<file path="src/rtl/uv_uart_pkg.sv">
`default_nettype none
// ============================================================================
//  Module      : uv_uart_pkg
//  Description : Types and constants for the memory-mapped UART transmitter.
//                Contents: the transmit FSM state type, the register word
//                offsets, the STATUS bit positions, the frame length and an
//                even-parity helper.
//  Revision    : 1.0  initial release
// ============================================================================
package uv_uart_pkg;

    typedef enum logic [2:0] {
        ST_IDLE   = 3'd0,
        ST_START  = 3'd1,
        ST_DATA   = 3'd2,
        ST_PARITY = 3'd3,
        ST_STOP   = 3'd4
    } tx_state_t;

    // Register word offsets within the peripheral slot
    localparam logic [1:0] c_addr_txdata = 2'd0;
    localparam logic [1:0] c_addr_status = 2'd1;
    localparam logic [1:0] c_addr_ctrl   = 2'd2;

    // STATUS register bit positions
    localparam int c_stat_busy    = 0;
    localparam int c_stat_empty   = 1;
    localparam int c_stat_full    = 2;
    localparam int c_stat_ovf     = 3;
    localparam int c_stat_cnt_lsb = 8;

    // Bits per 8E1 frame: start + 8 data + parity + stop
    localparam int c_frame_bits = 11;

    function automatic logic even_parity(input logic [7:0] data);
        return ^data;
    endfunction

endpackage
`default_nettype wire

</file>
<file path="src/rtl/sync_fifo.sv">
`default_nettype none
// ============================================================================
//  Module      : sync_fifo
//  Description : Single-clock FIFO, WIDTH bits wide and DEPTH entries deep.
//                DEPTH must be a power of two so the pointers wrap naturally.
//                A push while full and a pop while empty are ignored.
//  Ports       : clk, rst (async, active high)
//                push / push_data  - write one entry
//                pop  / pop_data   - pop_data shows the head, pop removes it
//                full, empty, count (entries held, $clog2(DEPTH)+1 bits)
//  Revision    : 1.0  initial release
// ============================================================================
module sync_fifo #(
    parameter int WIDTH = 8,
    parameter int DEPTH = 8
) (
    input  logic                     clk,
    input  logic                     rst,
    input  logic                     push,
    input  logic [WIDTH-1:0]         push_data,
    input  logic                     pop,
    output logic [WIDTH-1:0]         pop_data,
    output logic                     full,
    output logic                     empty,
    output logic [$clog2(DEPTH):0]   count
);

    localparam int c_aw = $clog2(DEPTH);
    localparam int c_cw = c_aw + 1;

    logic [WIDTH-1:0] r_mem [DEPTH];
    logic [c_aw-1:0]  r_wr_ptr;
    logic [c_aw-1:0]  r_rd_ptr;
    logic [c_cw-1:0]  r_count;
    logic             w_do_push;
    logic             w_do_pop;

    assign full      = (r_count == c_cw'(DEPTH));
    assign empty     = (r_count == '0);
    assign count     = r_count;
    assign pop_data  = r_mem[r_rd_ptr];
    assign w_do_push = push && !full;
    assign w_do_pop  = pop && !empty;

    always_ff @(posedge clk or posedge rst) begin
        if (rst) begin
            r_wr_ptr <= '0;
            r_rd_ptr <= '0;
            r_count  <= '0;
        end else begin
            if (w_do_push) begin
                r_wr_ptr <= r_wr_ptr + 1'b1;
            end
            if (w_do_pop) begin
                r_rd_ptr <= r_rd_ptr + 1'b1;
            end
            case ({w_do_push, w_do_pop})
                2'b10:   r_count <= r_count + 1'b1;
                2'b01:   r_count <= r_count - 1'b1;
                default: r_count <= r_count;
            endcase
        end
    end

    // Storage needs no reset: an entry is only read after it was written
    always_ff @(posedge clk) begin
        if (w_do_push) begin
            r_mem[r_wr_ptr] <= push_data;
        end
    end

endmodule
`default_nettype wire

</file>
<file path="src/rtl/uart_tx_mmio.sv">
`default_nettype none
// ============================================================================
//  Module      : uart_tx_mmio
//  Description : Memory-mapped 8E1 UART transmitter with a transmit FIFO.
//                Stores to TXDATA queue a byte; the FSM serialises queued
//                bytes back-to-back. STATUS/CTRL are read combinationally.
//  Ports       : clk, rst (async, active high)
//                in_write_en, in_address[1:0], in_data[31:0]  - store path
//                out_read_data[31:0]                          - read mux
//                serial_tx (idles high), tx_done (end of stop bit),
//                fifo_full
//  Revision    : 1.0  initial release
// ============================================================================
module uart_tx_mmio
    import uv_uart_pkg::*;
#(
    parameter int BAUD_DIV   = 434,
    parameter int FIFO_DEPTH = 8
) (
    input  logic        clk,
    input  logic        rst,
    input  logic        in_write_en,
    input  logic [1:0]  in_address,
    input  logic [31:0] in_data,
    output logic [31:0] out_read_data,
    output logic        serial_tx,
    output logic        tx_done,
    output logic        fifo_full
);

    localparam int c_cw = $clog2(FIFO_DEPTH) + 1;
    localparam int c_bw = $clog2(BAUD_DIV);
    localparam logic [c_bw-1:0] c_baud_last = c_bw'(BAUD_DIV - 1);
    localparam logic [c_bw-1:0] c_done_at   = c_bw'(BAUD_DIV - 2);

    tx_state_t       r_state;
    logic [c_bw-1:0] r_baud;
    logic [2:0]      r_bit;
    logic [7:0]      r_data;
    logic            r_overflow;

    logic            w_push;
    logic            w_pop;
    logic [7:0]      w_head;
    logic            w_full;
    logic            w_empty;
    logic [c_cw-1:0] w_count;
    logic            w_baud_last;
    logic            w_wr_tx;
    logic            w_wr_ctrl;
    logic            w_unused_data;

    assign w_unused_data = ^in_data[31:8];

    assign w_wr_tx     = in_write_en && (in_address == c_addr_txdata);
    assign w_wr_ctrl   = in_write_en && (in_address == c_addr_ctrl);
    assign w_push      = w_wr_tx && !w_full;
    assign w_baud_last = (r_baud == c_baud_last);
    // A pop happens when leaving IDLE or at the very end of a stop bit
    assign w_pop       = !w_empty &&
                         ((r_state == ST_IDLE) || ((r_state == ST_STOP) && w_baud_last));
    assign fifo_full   = w_full;

    sync_fifo #(
        .WIDTH (8),
        .DEPTH (FIFO_DEPTH)
    ) u_fifo (
        .clk       (clk),
        .rst       (rst),
        .push      (w_push),
        .push_data (in_data[7:0]),
        .pop       (w_pop),
        .pop_data  (w_head),
        .full      (w_full),
        .empty     (w_empty),
        .count     (w_count)
    );

    // Overflow is judged on the pre-edge fill level; a same-cycle pop does
    // not make room for the store.
    always_ff @(posedge clk or posedge rst) begin
        if (rst) begin
            r_overflow <= 1'b0;
        end else if (w_wr_tx && w_full) begin
            r_overflow <= 1'b1;
        end else if (w_wr_ctrl && in_data[0]) begin
            r_overflow <= 1'b0;
        end
    end

    // serial_tx always carries the level of the state being entered, so the
    // line changes on the same edge as the state.
    always_ff @(posedge clk or posedge rst) begin
        if (rst) begin
            r_state   <= ST_IDLE;
            r_baud    <= '0;
            r_bit     <= '0;
            r_data    <= '0;
            serial_tx <= 1'b1;
            tx_done   <= 1'b0;
        end else begin
            tx_done <= 1'b0;
            case (r_state)
                ST_IDLE: begin
                    r_baud <= '0;
                    if (w_pop) begin
                        r_data    <= w_head;
                        r_state   <= ST_START;
                        serial_tx <= 1'b0;
                    end
                end
                ST_START: begin
                    if (w_baud_last) begin
                        r_baud    <= '0;
                        r_bit     <= '0;
                        r_state   <= ST_DATA;
                        serial_tx <= r_data[0];
                    end else begin
                        r_baud <= r_baud + 1'b1;
                    end
                end
                ST_DATA: begin
                    if (w_baud_last) begin
                        r_baud <= '0;
                        if (r_bit == 3'd7) begin
                            r_state   <= ST_PARITY;
                            serial_tx <= even_parity(r_data);
                        end else begin
                            r_bit     <= r_bit + 1'b1;
                            serial_tx <= r_data[r_bit + 3'd1];
                        end
                    end else begin
                        r_baud <= r_baud + 1'b1;
                    end
                end
                ST_PARITY: begin
                    if (w_baud_last) begin
                        r_baud    <= '0;
                        r_state   <= ST_STOP;
                        serial_tx <= 1'b1;
                    end else begin
                        r_baud <= r_baud + 1'b1;
                    end
                end
                ST_STOP: begin
                    if (w_baud_last) begin
                        r_baud <= '0;
                        if (w_pop) begin
                            r_data    <= w_head;
                            r_state   <= ST_START;
                            serial_tx <= 1'b0;
                        end else begin
                            r_state   <= ST_IDLE;
                            serial_tx <= 1'b1;
                        end
                    end else begin
                        r_baud <= r_baud + 1'b1;
                        // Raise one cycle early so the pulse lands on the
                        // final stop-bit cycle
                        if (r_baud == c_done_at) begin
                            tx_done <= 1'b1;
                        end
                    end
                end
                default: begin
                    r_state   <= ST_IDLE;
                    r_baud    <= '0;
                    serial_tx <= 1'b1;
                end
            endcase
        end
    end

    always_comb begin
        out_read_data = '0;
        case (in_address)
            c_addr_status: begin
                out_read_data[c_stat_busy]            = (r_state != ST_IDLE);
                out_read_data[c_stat_empty]           = w_empty;
                out_read_data[c_stat_full]            = w_full;
                out_read_data[c_stat_ovf]             = r_overflow;
                out_read_data[c_stat_cnt_lsb +: 8]    = 8'(w_count);
            end
            c_addr_ctrl: begin
                out_read_data[0] = r_overflow;
            end
            default: begin
                out_read_data = '0;
            end
        endcase
    end

endmodule
`default_nettype wire

</file>
<file path="config.mk">
export PLATFORM = sky130hd
export DESIGN_NAME = uart_tx_mmio
export DESIGN_NICKNAME = d
export VERILOG_FILES = /design/src/rtl/uv_uart_pkg.sv /design/src/rtl/sync_fifo.sv /design/src/rtl/uart_tx_mmio.sv
export SDC_FILE = /design/constraint.sdc
export NUM_CORES = 1
export LEC_CHECK = 0
export ABC_AREA = 0
export BUFFER_PORTS_ARGS = -buffer_cell sky130_fd_sc_hd__buf_2
export CORE_UTILIZATION = 30
export DETAILED_ROUTE_END_ITERATION = 7
export PLACE_DENSITY = 0.52
export SLEW_MARGIN = 30
export SYNTH_ARGS = -nofsm -noshare
export SYNTH_HDL_FRONTEND = slang
export SYNTH_SLANG_ARGS = --single-unit
</file>
<file path="constraint.sdc">
create_clock -name clk -period 3.35 [get_ports clk]
set_input_delay 0.1675 -clock clk [delete_from_list [all_inputs] [get_ports clk]]
set_output_delay 0.1675 -clock clk [all_outputs]
set_load 0.02 [all_outputs]
</file>
==> reports/results.md <==
| Result | Reported | Unit |
| --- | --- | --- |
| Routed WL | 7.99 | mm |
| Clk sink count | 100 | - |
| # Post-CTS Setup Buffers | 0 | - |
| Setup TNS | 0 | ns |
| Sum of net half-perimeters after detailed placement | 5.25 | mm |
| Share of total power in the clock network | 0.287 | - |
| Final ANT Viol Nets | 0 | - |
| Final hold vios | 0 | - |
| Fillcell total | 1,446 | - |
| Distinct cell type count after synthesis | 46 | - |
| Number of DRC violations after detailed routing | 0 | - |
| Cell count of the worst hold path | 1 | - |
| Post-Syn Instances | 337 | - |
| CTS Buffer Depth | 2 | - |
| Max IR drop VDD | 378 | uV |
| Worst setup slack after layout | 0.476 | ns |
| Worst-skew pair later-pin latency | 0.35 | ns |
| Overall routing resource usage | 0.112 | - |
| Boundary pin count | 72 | - |
| Switching part of the total power | 0.307 | - |
| Path category of the worst min-delay check | in2reg | - |
| Pin count of the biggest net entering global routing | 27 | - |
| Placer Congestion | 0.713 | - |
| Total global routing overflow | 0 | - |
| Share of the clock period used by the worst path after layout | 0.858 | - |
| Standby leakage power | 1.98 | nW |
| Post-layout min period | 2.87 | ns |
| Antenna cells | 0 | - |
| Area of the core region | 15,100 | um^2 |
| Area growth from synthesis to layout | 13.1 | % |
| Arrival time of data at the critical path endpoint | 3.11 | ns |
| Fraction of power consumed by sequential logic | 0.460 | - |
| Full die area | 15,900 | um^2 |
| Sequential fraction of the synthesis area | 0.610 | - |
| Unrepaired setup endpoints after global routing | no | - |
| Number of warnings reported in the yosys synthesis log | 0 | - |
| Max-cap violations | 0 | - |
| Synthesized area per cell | 13.7 | um^2 |
| Die Height | 126 | um |
| Final worst clock skew | 0.00850 | ns |
| Number of cells on the worst reg-to-reg path | 12 | - |
| Detailed router's first-iteration violation count | 108 | - |
| Number of cells in the finished layout apart from fillers | 564 | - |
| Power density normalized to cell area | 719 | nW/um^2 |
| Normalized max-slew margin | 0.427 | - |
| Drt via density | 4.47 | - |
| Combinational share of power | 0.253 | - |
| Cell total after placement | 547 | - |
| CTS tree | yes | - |
| Startpoint-to-endpoint class of the critical path | reg2reg | - |
| CTS clk-pin slew, worst paths | 0.07 | ns |
| Count of vias placed by the detailed router | 2,523 | - |
| Achievable clock frequency | 348 | MHz |
| Antenna violations before repair | 0 | - |
| Layout cell share with drive strength beyond 1 | 0.191 | - |
| Slew of the pin with the lowest slew margin | 0.859 | ns |
| Input/output buffers | 23 | - |
| Result of the run | finished clean | - |
| R2r setup slk | 0.48 | ns |
| Number of synthesized register bits | 100 | - |
| P_int | 0.00261 | W |
| Sequential cell area in the final layout | 2820 | um^2 |
| Area share of the leading cell type in the synthesized netlist | 0.415 | - |
| Cell area after synthesis | 4630 | um^2 |
| Number of buffers created by CTS | 9 | - |
| Final net count | 422 | - |
| DP Area | 4910 | um^2 |
| Multi-input gate area | 1600 | um^2 |
| Dominant cell type by area after synthesis | edfxtp_1 | - |
| Number of global-route vias before repair | 2,552 | - |
| Nature of the critical path endpoint | flip-flop | - |
| First-pass detailed-route iteration total | 4 | - |
| Largest driver fanout on the critical path | 10 | - |
| Root buffer selected by CTS | clkbuf_16 | - |
| Worst path required time | 3.58 | ns |
| Biggest area contributors in the synthesized netlist | edfxtp_1 42%, dfrtp_1 19%, mux4_2 7.8%, buf_4 4.2%, ha_1 3.5% | - |
| Most common cell after layout, fill and taps aside | edfxtp_1 | - |
| Max Transition Viols Final | 0 | - |
| Initial core utilization | 0.305 | - |
| Die width | 126 | um |
| Power spent charging and discharging nets | 0.00115 | W |
| Final design instance area without fill | 5230 | um^2 |
| Average wire per cell in the routed design | 14.2 | um |
| Global-route wire length before repair | 13.4 | mm |
| CTS HTree Levels | 3 | - |
| Worst-case setup slack after placement | 0.448 | ns |
| Number of failing setup endpoints in the final timing report | 0 | - |
| Highest-count cells in the layout ignoring fill and taps | 64 x edfxtp_1, 37 x nor2_1, 35 x dfrtp_1 | - |
| Count of standard-cell rows | 45 | - |
| Type of element launching the critical path | flip-flop | - |
-- synth_stat cells (all sizes together) --
master	instances
edfxtp	64
nor2	37
dfrtp	35
buf	31
nand2	20
xnor2	17
mux4	16
ha	13
mux2i	13
inv	12
a21oi	10
o21ai	8
and2	7
nand3	6
xor2	6
clkbuf	5
nand2b	5
mux2	3
nand4	3
or3	3
nand3b	2
nor3	2
nor4	2
o31ai	2
a2111oi	1
a21boi	1
a21o	1
a32o	1
and3	1
conb	1
dfstp	1
fa	1
nand4b	1
nor4b	1
o211ai	1
o22ai	1
o311a	1
or2	1
or4	1
-- per-stage QoR --
step / util / total power, W / hold WS (ns)
after floorplan: - / 0.00250 / 0.266
after global placement: 0.324 / 0.00270 / 0.433
after detailed placement: 0.324 / 0.00273 / 0.277
after CTS: 0.345 / 0.00383 / 0.0793
after global routing: 0.345 / 0.00402 / 0.0884
final: 0.345 / 0.00376 / 0.0869
-- worst paths after layout --
kind,start,end
min,in_data[6],u_fifo.r_mem[4][6]
min reg2reg,r_bit[2],r_bit[2]
max,r_baud[1],u_fifo.count[3]
max reg2reg,r_baud[1],u_fifo.count[3]
max in group asynchronous,rst,r_data[4]
min in group asynchronous,rst,u_fifo.r_wr_ptr[0]
-- worst max-delay path: stages, from the launching register on --
cell and delay (ns):
dfrtp_1 0.41, inv_1 0.09, ha_1 0.14, inv_1 0.05, or4_1 0.69, a21oi_2 0.24
ha_1 0.21, ha_1 0.25, a21o_1 0.19, a21oi_1 0.17, xnor2_1 0.13, nor2_1 0.06
xor2_1 0.14
-- repair_timing --
item                                   CTS  global route
gates resized for setup                  0             0
hold buffers                             1             0
endpoints found under the hold margin   24             0
-- cell type report --
type,count,share of cell area
sequential,100,0.540
multi-input combinational,212,0.306
tap,188,0.0450
clock buffer,10,0.0438
timing repair buffer,36,0.0411
clock inverter,6,0.0158
inverter,12,0.00861
-- power by group through the flow --
stage	sequential, W	combinational (W)	clock, W
2_1_floorplan	0.00167	0.000833	0
3_3_place_gp	0.00175	0.000947	0
3_5_place_dp	0.00176	0.000972	0
4_1_cts	0.00173	0.000979	0.00112
5_1_grt	0.00177	0.00109	0.00117
6_report	0.00173	0.000952	0.00108
-- registers in the layout, summed over array words and instances (netlist names) --
name / count
tx_done: 1
u_fifo.r_wr_ptr: 3
u_fifo.r_mem: 64
r_overflow: 1
u_fifo.r_rd_ptr: 3
r_state: 3
r_data: 8
serial_tx: 1
r_bit: 3
r_baud: 9
u_fifo.count: 4
-- kinds of logic after synthesis --
group,count (synthesis),synth area share
flops,100,0.610
compound gates,27,0.0360
fa+ha+maj,14,0.0395
simple gates,92,0.0944
mux,32,0.113
buf+inv,48,0.0622
other cells,1,0.000810
xor+xnor,23,0.0435
-- routing by layer --
metal	GRT usage	part of all wire	vias up
li1	-	-	1226
met1	0.137	0.46	1251
met2	0.186	0.50	39
met3	0.0327	0.028	7
met4	0.0468	0.012	0
met5	0	0	-
(Power assumes the default switching activity.)
